**config.mk**
```make
export PLATFORM = sky130hd
export DESIGN_NAME = id_stage
export DESIGN_NICKNAME = d
export VERILOG_FILES = /design/src/rtl/id_stage.sv
export SDC_FILE = /design/constraint.sdc
export NUM_CORES = 1
export LEC_CHECK = 0
export BUFFER_PORTS_ARGS = -buffer_cell sky130_fd_sc_hd__buf_2
export CAP_MARGIN = 20
export CORE_MARGIN = 3
export CORE_UTILIZATION = 52
export DETAILED_ROUTE_END_ITERATION = 10
export PLACE_DENSITY = 0.86
export SYNTH_ARGS = -nofsm -noshare
export SYNTH_HDL_FRONTEND = slang
export SYNTH_SLANG_ARGS = --single-unit
```
**constraint.sdc**
```tcl
create_clock -name clk -period 4.3 [get_ports clk]
set_clock_uncertainty 0.15 [all_clocks]
set_input_delay 0.645 -clock clk [delete_from_list [all_inputs] [get_ports clk]]
set_output_delay 0.645 -clock clk [all_outputs]
set_load 0.005 [all_outputs]
```
**src/rtl/id_stage.sv**
```systemverilog
// id_stage: Octa16 decode stage with regfile read addressing, ID/EX register and write scoreboard.
module id_stage #(
  parameter int DATA_WIDTH = 16
) (
  input  logic                  clk,
  input  logic                  rst,
  input  logic                  if_valid,
  output logic                  if_ready,
  input  logic [15:0]           if_instr,
  output logic [2:0]            rs1,
  output logic [2:0]            rs2,
  input  logic [DATA_WIDTH-1:0] r1,
  input  logic [DATA_WIDTH-1:0] r2,
  output logic                  id_valid,
  input  logic                  id_ready,
  output logic [3:0]            id_op,
  output logic [2:0]            id_rd,
  output logic                  id_wr,
  output logic [DATA_WIDTH-1:0] id_a,
  output logic [DATA_WIDTH-1:0] id_b,
  output logic [DATA_WIDTH-1:0] id_imm,
  input  logic                  wb_en,
  input  logic [2:0]            wb_rd,
  input  logic                  flush
);
  logic [3:0] op;
  logic [2:0] rd, ra, rb;
  logic       rd1, rd2, wr, st_beq, hazard, accept;
  logic [7:0] sb, sb_set, sb_clr;
  always_comb begin
    op       = if_instr[15:12];
    rd       = if_instr[11:9];
    ra       = if_instr[8:6];
    rb       = if_instr[5:3];
    st_beq   = op[3:1] == 3'b101;
    rd1      = ~(op[3] & op[2]);
    rd2      = ~op[3] | st_beq;
    wr       = ~op[3] | (op[3:1] == 3'b100);
    rs1      = rd1 ? ra : 3'd0;
    rs2      = ~op[3] ? rb : st_beq ? rd : 3'd0;
    hazard   = if_valid & ((rd1 & sb[rs1]) | (rd2 & sb[rs2]) | (wr & sb[rd]));
    if_ready = ~hazard & (~id_valid | id_ready) & ~flush;
    accept   = if_valid & if_ready;
    sb_set   = (accept & wr) ? 8'd1 << rd : 8'd0;
    // a flushed writer will never reach writeback, so release its claim here
    sb_clr   = (wb_en ? 8'd1 << wb_rd : 8'd0) |
               ((flush & id_valid & id_wr) ? 8'd1 << id_rd : 8'd0);
  end
  always_ff @(posedge clk or posedge rst) begin
    if (rst) begin
      sb       <= '0;
      id_valid <= 1'b0;
      id_op    <= '0;
      id_rd    <= '0;
      id_wr    <= 1'b0;
      id_a     <= '0;
      id_b     <= '0;
      id_imm   <= '0;
    end else begin
      sb <= ((sb & ~sb_clr) | sb_set) & 8'hFE;
      if (flush) begin
        id_valid <= 1'b0;
      end else if (accept) begin
        id_valid <= 1'b1;
        id_op    <= op;
        id_rd    <= rd;
        id_wr    <= wr & |rd;
        id_a     <= r1;
        id_b     <= r2;
        id_imm   <= {{(DATA_WIDTH-6){if_instr[5]}}, if_instr[5:0]};
      end else if (id_ready) begin
        id_valid <= 1'b0;
      end
    end
  end
endmodule

```
==> impl_metrics.ini <==
[placement]
post-dp-hpwl_um = 4780
gp_congestion = 0.835
port_buffers = 120

[layout]
insertedDiodeCount = 0
design.final.nets = 372
finalCoreUtilization = 0.666
drive_gt1_frac = 0.594
nFillCells = 404
synthToLayoutAreaGrowth_pct = 21.1

[die]
dieHeight_um = 80.2
design.die.area_sq_mm = 0.00643
floorplan.io_pins = 121
placeableCoreArea_sq_mm = 0.00520
rows = 26
initial_util = 0.550
die_width_um = 80.2

[global_route]
grt_max_degree = 55
all_layer_global_routing_usage = 0.211
first_global_vias = 2028
global_route_wire_length_before_repair_um = 10300
grt.met3_usage = 0.0594
grt.met2_usage = 0.336
global_route.peak_usage_layer = met2
antenna_found_initial = 0
globalRouteMet1Util = 0.271
grt_overflow = 0

[logic_synthesis]
synth-simple-area-share = 0.0935
yosysUniqueCellTypes = 38
compound_gate_fraction_of_synth_area = 0.0962
postSynthRegisterBits = 54
syn-num-nets = 265
synth_xor_xnor_area_share = 0
synthesis.instances = 208
syn_area_per_cell_sq_um = 13.8
synth_flop_cell = sky130_fd_sc_hd__dfrtp_1
async_reset_ff_frac = 1.00
post_synth_fa_ha_maj_area_fraction = 0
synth.area.mux_share = 0.266
post_synth_edffs = 0
synthesis.yosys.warnings = 0
seq_area_frac_synth = 0.472
synth.cell_area_sq_mm = 0.00286
synth_top_family_by_area = multiplexers

[route]
wl_per_cell_um = 17.2
detail_route.iter0.violations = 91
detail_route.wirelength_um = 6620
drt.antenna.violating_nets = 0
detail_route.vias_per_cell = 5.49
total_number_of_vias = 2113
drt_first_pass_iters = 4
route.detailed.drc = 0

[timing]
final.setup.tns_ns = 0
report.final.setup_viol = 0
transition_time_of_the_tightest_slew_check_pin_ns = 0.923
number_of_pins_with_negative_max_slew_slack_in_the_final_report = 0
fin_crit_sh = 0.707
timing.max_slew.rel_slack = 0.385
grt_setup_unrepaired = no
clock.fmax_ghz = 0.329
final.min_clock_period_ns = 3.04
report.final.hold_viol_count = 0

[cts]
tritoncts = yes
clockRootBuffer = sky130_fd_sc_hd__clkbuf_8
clk_pin_slew_worst_paths_ns = 0.10
max-clock-path-buffers = 2
htreeDepth = 2
worstSkewPairLatency_ns = 0.31
post_cts_resized = 0
cts-buffers-inserted = 5
cts_hold_buffers = 0
clock_sinks = 54
postCtsSetupRepairBufs = 0

[power_and_ir_drop]
power.sequential.fraction = 0.472
vdd.ir_drop.worst_mv = 0.344
combPwrFrac = 0.359
total_switching_power_w = 0.000502
sw_frac_of_total = 0.303
clk_network_pwr_share = 0.169
power_leakage_nw = 1.83
pwr_density_cell_mw_per_mm2 = 478
p_int_w = 0.00116

[worst_setup_path]
cells_along_the_critical_path = buf_2, nand4b_1, and2_1, a31o_2, o22ai_2, o311ai_0, a21oi_1, buf_2
critPathMaxStageDelay_ns = 0.26
cp.buffers_inverters = 2
maximum_fanout_encountered_on_the_critical_timing_path = 16
timing.critical_path.max_delay_family = compound AO/OA/AOI/OAI gates
worst_setup_path_type = primary input to primary output
setup.worst_path.end_class = primary output
data_required_time_of_the_critical_path_ns = 3.50
crit_arrival_ns = 2.25
timing.critical_path.mode_cell = sky130_fd_sc_hd__buf_2
slowest_stage = sky130_fd_sc_hd__a31o_2
cp-start-kind = primary input

[worst_hold_path]
worstHoldPathType = primary input to async pin

[outcome]
status = finished, final reports clean

[run]
cap_viol_max_count = 0
[stage by stage]
step                      setup slack [ns]  total power [W]  instance area [sq um]  cells  hold slack [ns]
final                                 1.26          0.00166                   3470    385           0.0827
after global routing                  1.15          0.00176                   3470    385           0.0685
after CTS                             1.28          0.00167                   3450    384            0.365
after detailed placement              1.22          0.00139                   3360    377            0.338
after global placement                1.25          0.00136                   3360    377            0.336
after floorplan                       1.65          0.00116                   2860    208            0.354
[cells by family after synthesis]
group	after synthesis
AO/OA/AOI/OAI	34
multiplexers	52
AND/OR/NAND/NOR	42
buffers and inverters	26
flip-flops	54
[final cells by class]
cell class / count / area (sq um) / share of cell area
sequential: 54 / 1350 / 0.390
multi-input combinational: 128 / 1310 / 0.377
timing repair buffer: 121 / 621 / 0.179
tap: 70 / 87.6 / 0.0253
clock buffer: 5 / 68.8 / 0.0199
inverter: 5 / 18.8 / 0.00542
clock inverter: 2 / 13.8 / 0.00397
[sequential cells by signal, summed over array words and instances, names as in the netlist]
register,cells
id_b,16
id_rd,3
sb,7
id_op,4
id_wr,1
id_valid,1
id_a,16
id_imm,6
[cell usage in the layout, fill, tap and decap left out, types with 2 or more instances in the layout]
master / netlist / layout
sky130_fd_sc_hd__nand2_1: 8 / 8
sky130_fd_sc_hd__a221oi_2: 2 / 2
sky130_fd_sc_hd__nand3_1: 4 / 4
sky130_fd_sc_hd__and2_1: 5 / 5
sky130_fd_sc_hd__nand2b_1: 10 / 10
sky130_fd_sc_hd__clkbuf_8: 0 / 5
sky130_fd_sc_hd__o41ai_2: 2 / 2
sky130_fd_sc_hd__nand4b_1: 3 / 3
sky130_fd_sc_hd__inv_1: 5 / 4
sky130_fd_sc_hd__nand4_1: 2 / 2
sky130_fd_sc_hd__mux2_2: 3 / 3
sky130_fd_sc_hd__a21oi_1: 4 / 4
sky130_fd_sc_hd__nor3_1: 2 / 2
sky130_fd_sc_hd__dfrtp_1: 54 / 54
sky130_fd_sc_hd__mux2i_1: 3 / 3
sky130_fd_sc_hd__buf_2: 3 / 120
sky130_fd_sc_hd__o21ai_0: 9 / 9
sky130_fd_sc_hd__a32oi_1: 2 / 2
sky130_fd_sc_hd__nor2b_1: 2 / 2
sky130_fd_sc_hd__o31ai_1: 2 / 2
sky130_fd_sc_hd__o221ai_1: 6 / 6
sky130_fd_sc_hd__mux2_4: 45 / 45
[layer usage]
metal / vias to the layer above / share of wire / wire length [um]
li1: 965 / - / -
met5: - / 0 / 0
met3: 17 / 0.081 / 538
met1: 1035 / 0.40 / 2670
met2: 96 / 0.49 / 3250
met4: 0 / 0.025 / 163
[cell usage after synthesis, types with 2 or more instances]
cell	instances	area share
sky130_fd_sc_hd__dfrtp_1	54	0.47
sky130_fd_sc_hd__mux2_4	45	0.24
sky130_fd_sc_hd__buf_4	12	0.031
sky130_fd_sc_hd__nand2b_1	10	0.022
sky130_fd_sc_hd__o21ai_0	9	0.016
sky130_fd_sc_hd__nand2_1	8	0.010
sky130_fd_sc_hd__o221ai_1	6	0.018
sky130_fd_sc_hd__and2_1	5	0.011
sky130_fd_sc_hd__inv_1	5	0.0066
sky130_fd_sc_hd__a21oi_1	4	0.0070
sky130_fd_sc_hd__buf_8	4	0.021
sky130_fd_sc_hd__nand3_1	4	0.0070
sky130_fd_sc_hd__buf_2	3	0.0052
sky130_fd_sc_hd__mux2_2	3	0.012
sky130_fd_sc_hd__mux2i_1	3	0.010
sky130_fd_sc_hd__nand4b_1	3	0.0092
sky130_fd_sc_hd__a221oi_2	2	0.010
sky130_fd_sc_hd__a32oi_1	2	0.0061
sky130_fd_sc_hd__buf_6	2	0.0079
sky130_fd_sc_hd__nand4_1	2	0.0044
sky130_fd_sc_hd__nor2b_1	2	0.0044
sky130_fd_sc_hd__nor3_1	2	0.0035
sky130_fd_sc_hd__o31ai_1	2	0.0052
sky130_fd_sc_hd__o41ai_2	2	0.011
[power by group through the flow]
stage | sequential (W) | clock [W] | combinational (W)
global placement | 0.000778 | 0 | 0.000585
global route | 0.000804 | 0.000310 | 0.000645
detailed placement | 0.000788 | 0 | 0.000598
floorplan | 0.000785 | 0 | 0.000378
CTS | 0.000781 | 0.000286 | 0.000601
finish | 0.000782 | 0.000280 | 0.000595
[worst paths after layout]
kind / start / end / slack, ns / depth (start not counted)
worst max-delay path: if_instr[15] / if_ready / 1.26 / 8
worst min-delay path: rst / id_a[8] / 0.08 / 2
worst max register to register: sb[2] / id_b[6] / 1.56 / 6
worst min register to register: id_a[9] / id_a[9] / 0.36 / 1
max in group asynchronous: rst / sb[4] / 3.42 / 3
min in group clk: id_a[9] / id_a[9] / 0.36 / 1
Note: power is estimated with default switching activity, not from simulation.
